===== config.mk =====
export PLATFORM = sky130hd
export DESIGN_NAME = event_timer_core_flat
export DESIGN_NICKNAME = d
export VERILOG_FILES = /design/src/rtl/event_timer_core_if.sv /design/src/rtl/event_timer_core.sv /design/src/flat_wrapper.sv
export SDC_FILE = /design/constraint.sdc
export NUM_CORES = 1
export LEC_CHECK = 0
export ABC_AREA = 1
export BUFFER_PORTS_ARGS = -buffer_cell sky130_fd_sc_hd__clkbuf_2
export CORE_MARGIN = 2
export CORE_UTILIZATION = 28
export DETAILED_ROUTE_END_ITERATION = 10
export HOLD_SLACK_MARGIN = 0.1
export SLEW_MARGIN = 25
export SYNTH_ARGS = -nofsm -noshare
export SYNTH_HDL_FRONTEND = slang
export SYNTH_SLANG_ARGS = --single-unit
export TNS_END_PERCENT = 30

===== constraint.sdc =====
create_clock -name m2 -period 4.8 [get_ports m2]
set_input_delay 0.72 -clock m2 [delete_from_list [all_inputs] [get_ports m2]]
set_output_delay 0.72 -clock m2 [all_outputs]
set_load 0.05 [all_outputs]

===== src/rtl/event_timer_core_if.sv =====
// rtl/event_timer_core_if.sv - CPU write bus and save-state port bundle for event_timer_core
interface event_timer_core_if;
    logic       cpu_ce;
    logic       cpu_rw;
    logic [1:0] cpu_addr;
    logic [7:0] cpu_dat;
    logic       ss_act;
    logic       ss_we;
    logic [7:0] ss_addr;
    logic [7:0] ss_rdat;

    modport master (
        output cpu_ce, cpu_rw, cpu_addr, cpu_dat,
        output ss_act, ss_we, ss_addr,
        input  ss_rdat
    );

    modport slave (
        input  cpu_ce, cpu_rw, cpu_addr, cpu_dat,
        input  ss_act, ss_we, ss_addr,
        output ss_rdat
    );
endinterface


===== src/rtl/event_timer_core.sv =====
// rtl/event_timer_core.sv - serial-loaded register file with preset event timer and save-state access
module event_timer_core #(
    parameter int CNT_W   = 30,
    parameter int DIP_W   = 4,
    parameter int NREG    = 4,
    parameter int TMR_REG = 1,
    parameter int RELOAD  = 0
) (
    input  logic                m2,
    input  logic                map_rst_n,
    event_timer_core_if.slave   bus,
    input  logic [DIP_W-1:0]    dip,
    output logic [5*NREG-1:0]   regs,
    output logic                irq,
    output logic [CNT_W-1:0]    count
);

    localparam logic [7:0]       SLOT_CTL = 8'(NREG);
    localparam logic [7:0]       SLOT_FLG = 8'(NREG + 1);
    localparam int               NB       = (CNT_W + 7) / 8;
    localparam logic [CNT_W-1:0] CNT_MAX  = {CNT_W{1'b1}};
    localparam logic [CNT_W-1:0] CNT_IRQ  = {{(CNT_W-1){1'b1}}, 1'b0};
    localparam logic [CNT_W-1:0] CNT_ONE  = {{(CNT_W-1){1'b0}}, 1'b1};

    logic [4:0]       reg_q [NREG];
    logic [3:0]       buff;
    logic [2:0]       ctr;
    logic             we_st;
    logic             wr_ev;
    logic             hold;
    logic [CNT_W-1:0] preset;
    logic [CNT_W-1:0] cnt_ss;

    // A write is only recognised on the first cycle of a CPU write access
    assign wr_ev  = !bus.cpu_ce && !bus.cpu_rw && we_st;
    assign hold   = reg_q[TMR_REG][4];
    assign preset = {1'b0, dip, {(CNT_W-1-DIP_W){1'b0}}};

    // Flatten the register array onto the output bus
    always_comb begin
        regs = '0;
        for (int i = 0; i < NREG; i++) begin
            regs[5*i +: 5] = reg_q[i];
        end
    end

    // Counter image after a save-state byte write into one of the count slots
    always_comb begin
        cnt_ss = count;
        for (int b = 0; b < CNT_W; b++) begin
            if (bus.ss_addr == 8'(NREG + 2 + b / 8)) begin
                cnt_ss[b] = bus.cpu_dat[b % 8];
            end
        end
    end

    // Save-state readback, unused slots float high
    always_comb begin
        bus.ss_rdat = 8'hFF;
        for (int i = 0; i < NREG; i++) begin
            if (bus.ss_addr == 8'(i)) begin
                bus.ss_rdat = {3'b000, reg_q[i]};
            end
        end
        if (bus.ss_addr == SLOT_CTL) begin
            bus.ss_rdat = {1'b0, ctr, buff};
        end
        if (bus.ss_addr == SLOT_FLG) begin
            bus.ss_rdat = {6'b000000, we_st, irq};
        end
        for (int k = 0; k < NB; k++) begin
            if (bus.ss_addr == 8'(NREG + 2 + k)) begin
                bus.ss_rdat = 8'h00;
            end
        end
        for (int b = 0; b < CNT_W; b++) begin
            if (bus.ss_addr == 8'(NREG + 2 + b / 8)) begin
                bus.ss_rdat[b % 8] = count[b];
            end
        end
    end

    // Serial write decoder: shift four bits into buff, the fifth commits a register
    always_ff @(negedge m2 or negedge map_rst_n) begin
        if (!map_rst_n) begin
            for (int i = 0; i < NREG; i++) begin
                reg_q[i] <= (i == 0) ? 5'b01100 : 5'b00000;
            end
            buff  <= 4'd0;
            ctr   <= 3'd0;
            we_st <= 1'b1;
        end else if (bus.ss_act) begin
            if (bus.ss_we) begin
                for (int i = 0; i < NREG; i++) begin
                    if (bus.ss_addr == 8'(i)) begin
                        reg_q[i] <= bus.cpu_dat[4:0];
                    end
                end
                if (bus.ss_addr == SLOT_CTL) begin
                    ctr  <= bus.cpu_dat[6:4];
                    buff <= bus.cpu_dat[3:0];
                end
                if (bus.ss_addr == SLOT_FLG) begin
                    we_st <= bus.cpu_dat[1];
                end
            end
        end else begin
            we_st <= bus.cpu_rw | bus.cpu_ce;
            if (wr_ev) begin
                if (bus.cpu_dat[7]) begin
                    ctr         <= 3'd0;
                    buff        <= 4'd0;
                    reg_q[0][3:2] <= 2'b11;
                end else if (ctr != 3'd4) begin
                    buff <= {bus.cpu_dat[0], buff[3:1]};
                    ctr  <= ctr + 3'd1;
                end else begin
                    for (int i = 0; i < NREG; i++) begin
                        if (bus.cpu_addr == 2'(i)) begin
                            reg_q[i] <= {bus.cpu_dat[0], buff};
                        end
                    end
                    ctr  <= 3'd0;
                    buff <= 4'd0;
                end
            end
        end
    end

    // Timer: held at preset while hold is set, otherwise counts and flags the period end
    always_ff @(negedge m2 or negedge map_rst_n) begin
        if (!map_rst_n) begin
            count <= '0;
            irq   <= 1'b0;
        end else if (bus.ss_act) begin
            if (bus.ss_we) begin
                count <= cnt_ss;
                if (bus.ss_addr == SLOT_FLG) begin
                    irq <= bus.cpu_dat[0];
                end
            end
        end else if (hold) begin
            count <= preset;
            irq   <= 1'b0;
        end else begin
            if (RELOAD != 0 && count == CNT_MAX) begin
                count <= preset;
            end else begin
                count <= count + CNT_ONE;
            end
            if (count == CNT_IRQ) begin
                irq <= 1'b1;
            end
        end
    end

endmodule


===== src/flat_wrapper.sv =====
// flat-port wrapper written by rule: the top's interface ports become plain ports
module event_timer_core_flat 
#(
    parameter int CNT_W   = 30,
    parameter int DIP_W   = 4,
    parameter int NREG    = 4,
    parameter int TMR_REG = 1,
    parameter int RELOAD  = 0
)
  (m2, map_rst_n, dip, regs, irq, count, bus_cpu_ce, bus_cpu_rw, bus_cpu_addr, bus_cpu_dat, bus_ss_act, bus_ss_we, bus_ss_addr, bus_ss_rdat);
  event_timer_core_if bus_i ();
  input  logic m2;
  input  logic map_rst_n;
  input  logic [DIP_W-1:0] dip;
  output logic [5*NREG-1:0] regs;
  output logic irq;
  output logic [CNT_W-1:0] count;
  input wire logic [$bits(bus_i.cpu_ce)-1:0] bus_cpu_ce;
  input wire logic [$bits(bus_i.cpu_rw)-1:0] bus_cpu_rw;
  input wire logic [$bits(bus_i.cpu_addr)-1:0] bus_cpu_addr;
  input wire logic [$bits(bus_i.cpu_dat)-1:0] bus_cpu_dat;
  input wire logic [$bits(bus_i.ss_act)-1:0] bus_ss_act;
  input wire logic [$bits(bus_i.ss_we)-1:0] bus_ss_we;
  input wire logic [$bits(bus_i.ss_addr)-1:0] bus_ss_addr;
  output wire logic [$bits(bus_i.ss_rdat)-1:0] bus_ss_rdat;
  assign bus_i.cpu_ce = bus_cpu_ce;
  assign bus_i.cpu_rw = bus_cpu_rw;
  assign bus_i.cpu_addr = bus_cpu_addr;
  assign bus_i.cpu_dat = bus_cpu_dat;
  assign bus_i.ss_act = bus_ss_act;
  assign bus_i.ss_we = bus_ss_we;
  assign bus_i.ss_addr = bus_ss_addr;
  assign bus_ss_rdat = bus_i.ss_rdat;
  event_timer_core #(.CNT_W(CNT_W), .DIP_W(DIP_W), .NREG(NREG), .TMR_REG(TMR_REG), .RELOAD(RELOAD)) u_core (.m2(m2), .map_rst_n(map_rst_n), .bus(bus_i), .dip(dip), .regs(regs), .irq(irq), .count(count));
endmodule

* Word-level counts from Yosys, hierarchy flattened
Index checks and enable logic that the tools add are counted.
Word-level totals: register bits after elaboration 59, word-level logic and storage cells 174
Operators by class: bitwise logic cells 1, add/subtract/negate cells 2, multiplexer cells 105, eq/ne operators 28, reduce and logical (&&, ||, !) cells 25
Operators by type and width (count):
- 2-to-1 mux 30 bit | 3
- 2-to-1 mux 20 bit | 4
- 2-to-1 mux 1 bit | 69
- 2-to-1 mux 8 bit | 7
- 2-to-1 mux 5 bit | 8
- equality test 8 x 3 -> 1 bit, second input constant | 4
- adder 30 x 1 -> 30 bit, second input constant | 1
- equality test 30 bit, second input constant | 1
- 2-to-1 mux 4 bit | 6
- inequality test 2 x 1 -> 1 bit, second input constant | 12
- AND reduction 6 bit | 4
- 2-to-1 mux 3 bit | 6
- 2-to-1 mux 17 bit | 1
- equality test 8 x 2 -> 1 bit, second input constant | 2
- equality test 8 x 4 -> 1 bit, second input constant | 2
- AND reduction 2 bit | 5
- nonzero test 2 bit | 5
- equality test 8 x 1 -> 1 bit, second input constant | 1
- logical NOT 8 bit | 1
- inequality test 3 bit, second input constant | 2
- AND reduction 3 bit | 2
- nonzero test 3 bit | 2
- AND reduction 5 bit | 1
- equality test 2 bit, second input constant | 2
- 8 further kinds | 10

* Logic depth before layout (Yosys ltp)
Gate-level depths: netlist of run 1.
depth in word-level cells 12, mapped depth 12

==> results.json, run 1 <==
{
  "reg2reg_depth": 9,
  "grt_usage_pct": 20.25,
  "grt_pass1_wl_um": 25700,
  "fin_ws_ns": -0.1029,
  "hold_violations": 0,
  "dr.pass1.iters": 5,
  "nNetsFinal": 812,
  "cp_data_arrival_time_ns": 4.18,
  "ys_ff_latch": 59,
  "rsz0062_at_grt": "true",
  "drive_gt1_share_pct": 22.55,
  "synthArstFlopShare_pct": 100.0,
  "path_max_fanout": 2,
  "wl_um": 16140,
  "internal-power_mw": 1.192,
  "final_util_pct": 36.22,
  "synthFlopType": "dfrtn_1",
  "antenna_found_initial": 0,
  "p_sw_share_pct": 45.88,
  "synth_area_um2": 4352,
  "slew_violations": 0,
  "finish.instance_area_um2": 5507,
  "fill_cells": 1715,
  "final-seq-area_um2": 1480,
  "violations": "negative setup slack",
  "hold_depth": 2,
  "holdCritStartpoint": "u_core.regs[11]",
  "path_class": "reg -> out",
  "die_h_um": 128.7,
  "p_comb_share_pct": 38.1,
  "worst-slew-pin-transition_ns": 0.6212,
  "final_cell_mix": "nand2_1, inv_1, clkbuf_2",
  "antenna_left": 0,
  "route.detailed.drc": 0,
  "grt_max_degree": 35,
  "num_antenna_cells": 0,
  "cts_tree": "yes",
  "ff2ff_setup_slack_ns": 2.57,
  "final_common_cell": "nand2_1",
  "clock_path_buffers": 2,
  "min_to": "u_core.regs[11]",
  "r2r_start": "u_core.count[13]",
  "root_buffer": "clkbuf_16",
  "clk_pin_slew_worst_paths_ns": 0.04,
  "first_global_vias": 4585,
  "cp-start-kind": "flip-flop",
  "met1_usage_pct": 28.57,
  "ys_seq_area_share_pct": 34.01,
  "worstSkewPairLatency_ns": 0.39,
  "numCtsBuffers": 9,
  "grt_util_met2_pct": 30.22,
  "p_sw_mw": 1.010,
  "core_um2": 15200,
  "wl_per_cell_um": 16.59,
  "dpl-instance-area_um2": 5126,
  "reg2reg_to": "u_core.count[15]",
  "drt-initial-drc-count": 405,
  "overflow": 0,
  "p_per_area_nw_per_um2": 399.9,
  "use_met3_pct": 4.906,
  "status": "complete, but fails checks",
  "htree_num_levels": 3,
  "row_count": 45,
  "die_w_um": 128.7,
  "holdCritPathClass": "reg -> reg",
  "die_area_um2": 16550,
  "top_usage_layer": "met2",
  "power_frac_seq_pct": 33.1,
  "slew_headroom_pct": 58.27,
  "routed_via_density": 4.971,
  "port_buffers": 86,
  "hpwl_um": 12880,
  "dp.cells": 953,
  "place.gp.congestion": 0.9612,
  "yosysWarnings": 0,
  "skew_ns": 0.04688,
  "critPathCaptureType": "primary output",
  "p_leak_nw": 2.770,
  "hold_buffers": 0,
  "setup_viol": 3,
  "area_growth_pct": 26.54,
  "vias": 4837,
  "vdd_drop_max_v": 0.0002353,
  "drv_cap": 0,
  "p_clk_share_pct": 28.8,
  "final_cells": 973,
  "synthCells": 665,
  "syn_nets": 697,
  "avgSynthCellArea_um2": 6.544,
  "top_level_ports": 87,
  "start_util_pct": 28.63,
  "synth_edf_count": 0,
  "required_ns": 4.08,
  "cts_sinks": 59,
  "multi_input_area_um2": 2434,
  "ys_types": 41
}
-- worst max-delay path: stages (launching register included) --
cell and delay (ns):
dfstp_2 0.53, inv_2 0.04, nand2_1 0.05, o21ai_1 0.05, nor2_1 0.13, nand3_1 0.14, nand2_2 0.13, nand3_2 0.09
nand2_2 0.08, buf_8 0.14
-- state kept, by name (all words and copies together), names as in the netlist --
signal	count
u_core.we_st	1
u_core.regs	20
u_core.irq	1
u_core.ctr	3
u_core.count	30
u_core.buff	4
-- layer usage --
layer	wire length, um	vias to the layer above
met5	0	-
met4	438	0
met3	1041	28
met2	7142	172
met1	7517	2222
li1	-	2415
-- what timing repair did --
action | in CTS | in global routing
buffers inserted | 1 | 1
resized for setup | 14 | 15
endpoints found under the setup margin | 5 | 7
gates cloned | 0 | 0
pin swaps | 4 | 9
-- metrics by stage --
stage | hold WS (ns) | worst slack, ns | setup TNS [ns] | total power [mW]
6_report | 0.4693 | -0.1029 | -0.2300 | 2.202
5_1_grt | 0.5035 | -0.2079 | -0.6330 | 2.324
4_1_cts | 0.4727 | -0.1497 | -0.3055 | 2.208
3_5_place_dp | 0.4704 | 0.1290 | 0 | 1.568
3_3_place_gp | 0.4554 | 0.1211 | 0 | 1.563
2_1_floorplan | 0.4387 | -0.03156 | -0.03156 | 1.299
-- Yosys cell counts (2+ instances only) --
master	n	area, um^2
dfrtn_1	56	1401
nand3b_1	5	37.54
nand2_1	178	668.1
nand3_1	50	250.2
o22ai_1	3	18.77
o21ai_0	66	330.3
buf_2	3	15.01
nand2_4	2	22.52
dfstp_2	3	78.83
a21oi_1	37	185.2
inv_2	4	15.01
inv_1	90	337.8
clkbuf_8	3	41.29
o21ai_2	2	17.52
o211ai_1	4	30.03
nand4_1	12	75.07
nor3_4	3	48.80
o21ai_1	12	60.06
nand2_2	2	12.51
a31oi_1	9	56.30
or2_0	2	12.51
nor3b_1	3	22.52
nor2_2	6	37.54
nor2_1	73	274.0
nor3_2	2	20.02
o21bai_1	2	15.01
clkbuf_1	2	7.510
nor3_1	8	40.04
or2_2	6	37.54
buf_6	3	33.78
ha_1	4	50.05
-- power groups by stage --
stage / sequential (mW) / combinational [mW] / clock, mW
after detailed placement: 0.735 / 0.828 / 0.00520
after floorplan: 1.03 / 0.262 / 0.00520
final: 0.730 / 0.838 / 0.634
after CTS: 0.729 / 0.835 / 0.644
after global routing: 0.745 / 0.907 / 0.671
after global placement: 0.735 / 0.823 / 0.00520
-- area by class of cell --
class                      instances  share of cell area, %
clock inverter                     9                  1.068
multi-input combinational        498                  44.19
tap                              188                  4.272
sequential                        59                  26.88
timing repair buffer             114                  12.70
inverter                          95                  6.544
clock buffer                      10                  4.340
-- logic make-up after synthesis --
kind of cell	share of synthesized area, %
compound gates	17.83
fa+ha+maj	1.150
simple gates	36.06
xor+xnor	0.2013
buf+inv	10.75
flops	34.01
-- how the worst max path moves through the flow --
stage | startpoint | endpoint | slack (ns) | cells after the start
after floorplan | u_core.count[7] | bus_ss_rdat[7] | -0.03 | 4
after global placement | u_core.regs[2] | bus_ss_rdat[2] | 0.12 | 9
after detailed placement | u_core.regs[2] | bus_ss_rdat[2] | 0.13 | 9
after CTS | u_core.regs[2] | bus_ss_rdat[2] | -0.15 | 9
after global routing | u_core.regs[3] | bus_ss_rdat[3] | -0.21 | 9
final | u_core.regs[2] | bus_ss_rdat[2] | -0.10 | 9
Power figures use the tool's default switching activity.
==> run 2, diff against run 1 <==
- ABC_AREA: 1 -> not set
==> run 2 against run 1 <==
The flow still finishes with violations (negative setup slack). Count of clock-buffer cells in the layout is 1 higher. Critical path type unchanged. Total power is 3.5% lower. Largest power group unchanged. Largest cell class unchanged. Highest routed layer unchanged. Critical path depth is 3 lower.
==> results.json, run 2 <==
{
  "antenna_left": 0,
  "dr.pass1.iters": 5,
  "synthArstFlopShare_pct": 100.0,
  "grt_usage_pct": 21.11,
  "avgSynthCellArea_um2": 8.332,
  "rsz0062_at_grt": "true",
  "route.detailed.drc": 0,
  "hold_depth": 1,
  "skew_ns": 0.04806,
  "reg2reg_depth": 5,
  "grt_pass1_wl_um": 24360,
  "yosysWarnings": 0,
  "top_register": "u_core.count",
  "cts_tree": "yes",
  "ys_types": 61,
  "yosys.area.top_type": "dfrtn_1",
  "port_buffers": 86,
  "numCtsBuffers": 9,
  "yosys.cell_count.top_type": "dfrtn_1",
  "drt-initial-drc-count": 322,
  "cp-start-kind": "flip-flop",
  "overflow": 0,
  "status": "complete, but fails checks",
  "largest_reg_flops": 30,
  "p_clk_share_pct": 32.0,
  "holdCritPathClass": "reg -> reg",
  "wl_um": 15580,
  "p_per_area_nw_per_um2": 384.5,
  "dp.cells": 783,
  "grt_max_degree": 42,
  "vdd_drop_max_v": 0.0001553,
  "first_global_vias": 4445,
  "vias": 4505,
  "num_antenna_cells": 0,
  "synth_edf_count": 0,
  "synth_area_um2": 4033,
  "nNetsFinal": 651,
  "antenna_found_initial": 0,
  "fill_cells": 1426,
  "root_buffer": "clkbuf_16",
  "p_leak_nw": 2.491,
  "multi_input_area_um2": 2476,
  "drv_cap": 0,
  "hold_violations": 0,
  "final-seq-area_um2": 1480,
  "ff2ff_setup_slack_ns": 2.57,
  "worst-slew-pin-transition_ns": 0.7225,
  "die_w_um": 124.0,
  "required_ns": 4.08,
  "ys_top_cells_by_count": "dfrtn_1, nand2_1, a21oi_1",
  "top_level_ports": 87,
  "violations": "negative setup slack",
  "die_area_um2": 15380,
  "slew_headroom_pct": 51.43,
  "hold_buffers": 0,
  "htree_num_levels": 3,
  "power_frac_seq_pct": 32.5,
  "final_cells": 804,
  "wl_per_cell_um": 19.38,
  "critPathCaptureType": "primary output",
  "area_growth_pct": 37.08,
  "row_count": 43,
  "path_max_fanout": 3,
  "worstSkewPairLatency_ns": 0.39,
  "holdCritStartpoint": "u_core.buff[1]",
  "clk_pin_slew_worst_paths_ns": 0.04,
  "core_um2": 13990,
  "cts_sinks": 59,
  "synthCells": 484,
  "internal-power_mw": 1.243,
  "p_sw_uw": 882.5,
  "r2r_start": "u_core.count[8]",
  "p_comb_share_pct": 35.5,
  "p_sw_share_pct": 41.52,
  "fin_ws_ns": -0.1236,
  "die_h_um": 124.0,
  "slew_violations": 0,
  "min_to": "u_core.buff[1]",
  "syn_nets": 516,
  "reg2reg_to": "u_core.count[24]",
  "start_util_pct": 28.83,
  "synthFlopType": "dfrtn_1",
  "cp_data_arrival_time_ns": 4.20,
  "place.gp.congestion": 0.9291,
  "synthTopCellsByArea": "dfrtn_1, a21oi_1, o21ai_0, nand2_1, nor2_1",
  "yosysTopAreaCellShare_pct": 34.75,
  "setup_viol": 5,
  "drive_gt1_share_pct": 32.69,
  "clock_path_buffers": 2,
  "final_common_cell": "clkbuf_2",
  "routed_via_density": 5.603,
  "path_class": "reg -> out",
  "final_cell_mix": "clkbuf_2, buf_4, dfrtn_1",
  "dp_slack_ns": -0.09343,
  "hpwl_um": 11860,
  "ys_seq_area_share_pct": 36.70,
  "ys_ff_latch": 59
}
## run 2: worst max-delay path by stage
stage / end / cells past startpoint / from
after detailed placement: u_core.regs[17] / 6 / bus_ss_addr[5]
after global placement: u_core.regs[17] / 6 / bus_ss_addr[5]
after global routing: bus_ss_rdat[2] / 5 / u_core.regs[2]
final: bus_ss_rdat[4] / 6 / u_core.regs[19]
after CTS: bus_ss_rdat[3] / 6 / u_core.regs[3]
after floorplan: bus_ss_rdat[7] / 5 / u_core.count[7]
## run 2: per-stage QoR
step	utilization (%)	power [mW]	hold slack, ns	TNS (ns)	cell area [um^2]
2_1_floorplan	-	1.173	0.4209	-1.082	4060
3_3_place_gp	36.27	1.428	0.4662	-0.2232	5074
3_5_place_dp	36.31	1.441	0.4678	-0.4323	5080
4_1_cts	39.20	2.134	0.4702	-0.4689	5483
5_1_grt	39.52	2.229	0.4983	-0.6606	5528
6_report	39.52	2.126	0.4774	-0.3665	5528
## run 2: logic make-up (layout without fill, tap and decap cells)
family                     count (synthesis)  after routing  share of synthesized area (%)
xor gates and xnor gates                  12             12                          2.606
buffers and inverters                     38            178                          3.940
AOI/OAI and AO/OA                        165            165                          25.75
DFF                                       59             59                          36.70
muxes                                     22             22                          6.609
adders and majority gates                  4              4                          1.241
and+or+nand+nor                          184            184                          23.15
## run 2: what timing repair did
item,4_1_cts,5_1_grt
setup endpoints to repair,6,7
resized for setup,18,10
pin swaps,1,3
setup buffers,1,2
gates cloned,0,0
## run 2: per-layer routing
| metal | GRT usage, % | up-vias | share of wire [%] |
|---|---|---|---|
| met3 | 6.273 | 25 | 8.1 |
| met1 | 27.88 | 2215 | 43 |
| met4 | 6.812 | 0 | 2.0 |
| met5 | 0 | - | 0 |
| li1 | - | 2081 | - |
| met2 | 33.10 | 184 | 47 |
## run 2: power by group through the flow
stage | clock network (mW) | registers, mW | logic, mW
after floorplan | 0.00520 | 0.932 | 0.235
after global placement | 0.00520 | 0.690 | 0.733
after detailed placement | 0.00520 | 0.695 | 0.741
after CTS | 0.696 | 0.689 | 0.750
after global routing | 0.715 | 0.702 | 0.812
final | 0.679 | 0.691 | 0.755
## run 2: layout make-up
type,count,area share [%]
Timing Repair Buffer,149,17.70
Tap cell,180,4.074
Sequential cell,59,26.78
Inverter,10,0.6790
Clock buffer,11,4.980
Multi-Input combinational cell,387,44.79
Clock inverter,8,0.9959
## run 2: critical path, stage by stage (launching register included)
cell and delay (ns):
dfrtn_1 0.35, mux4_2 0.51, nor2_2 0.14, a31oi_2 0.06, o22ai_2 0.18, a21oi_4 0.06
buf_8 0.15
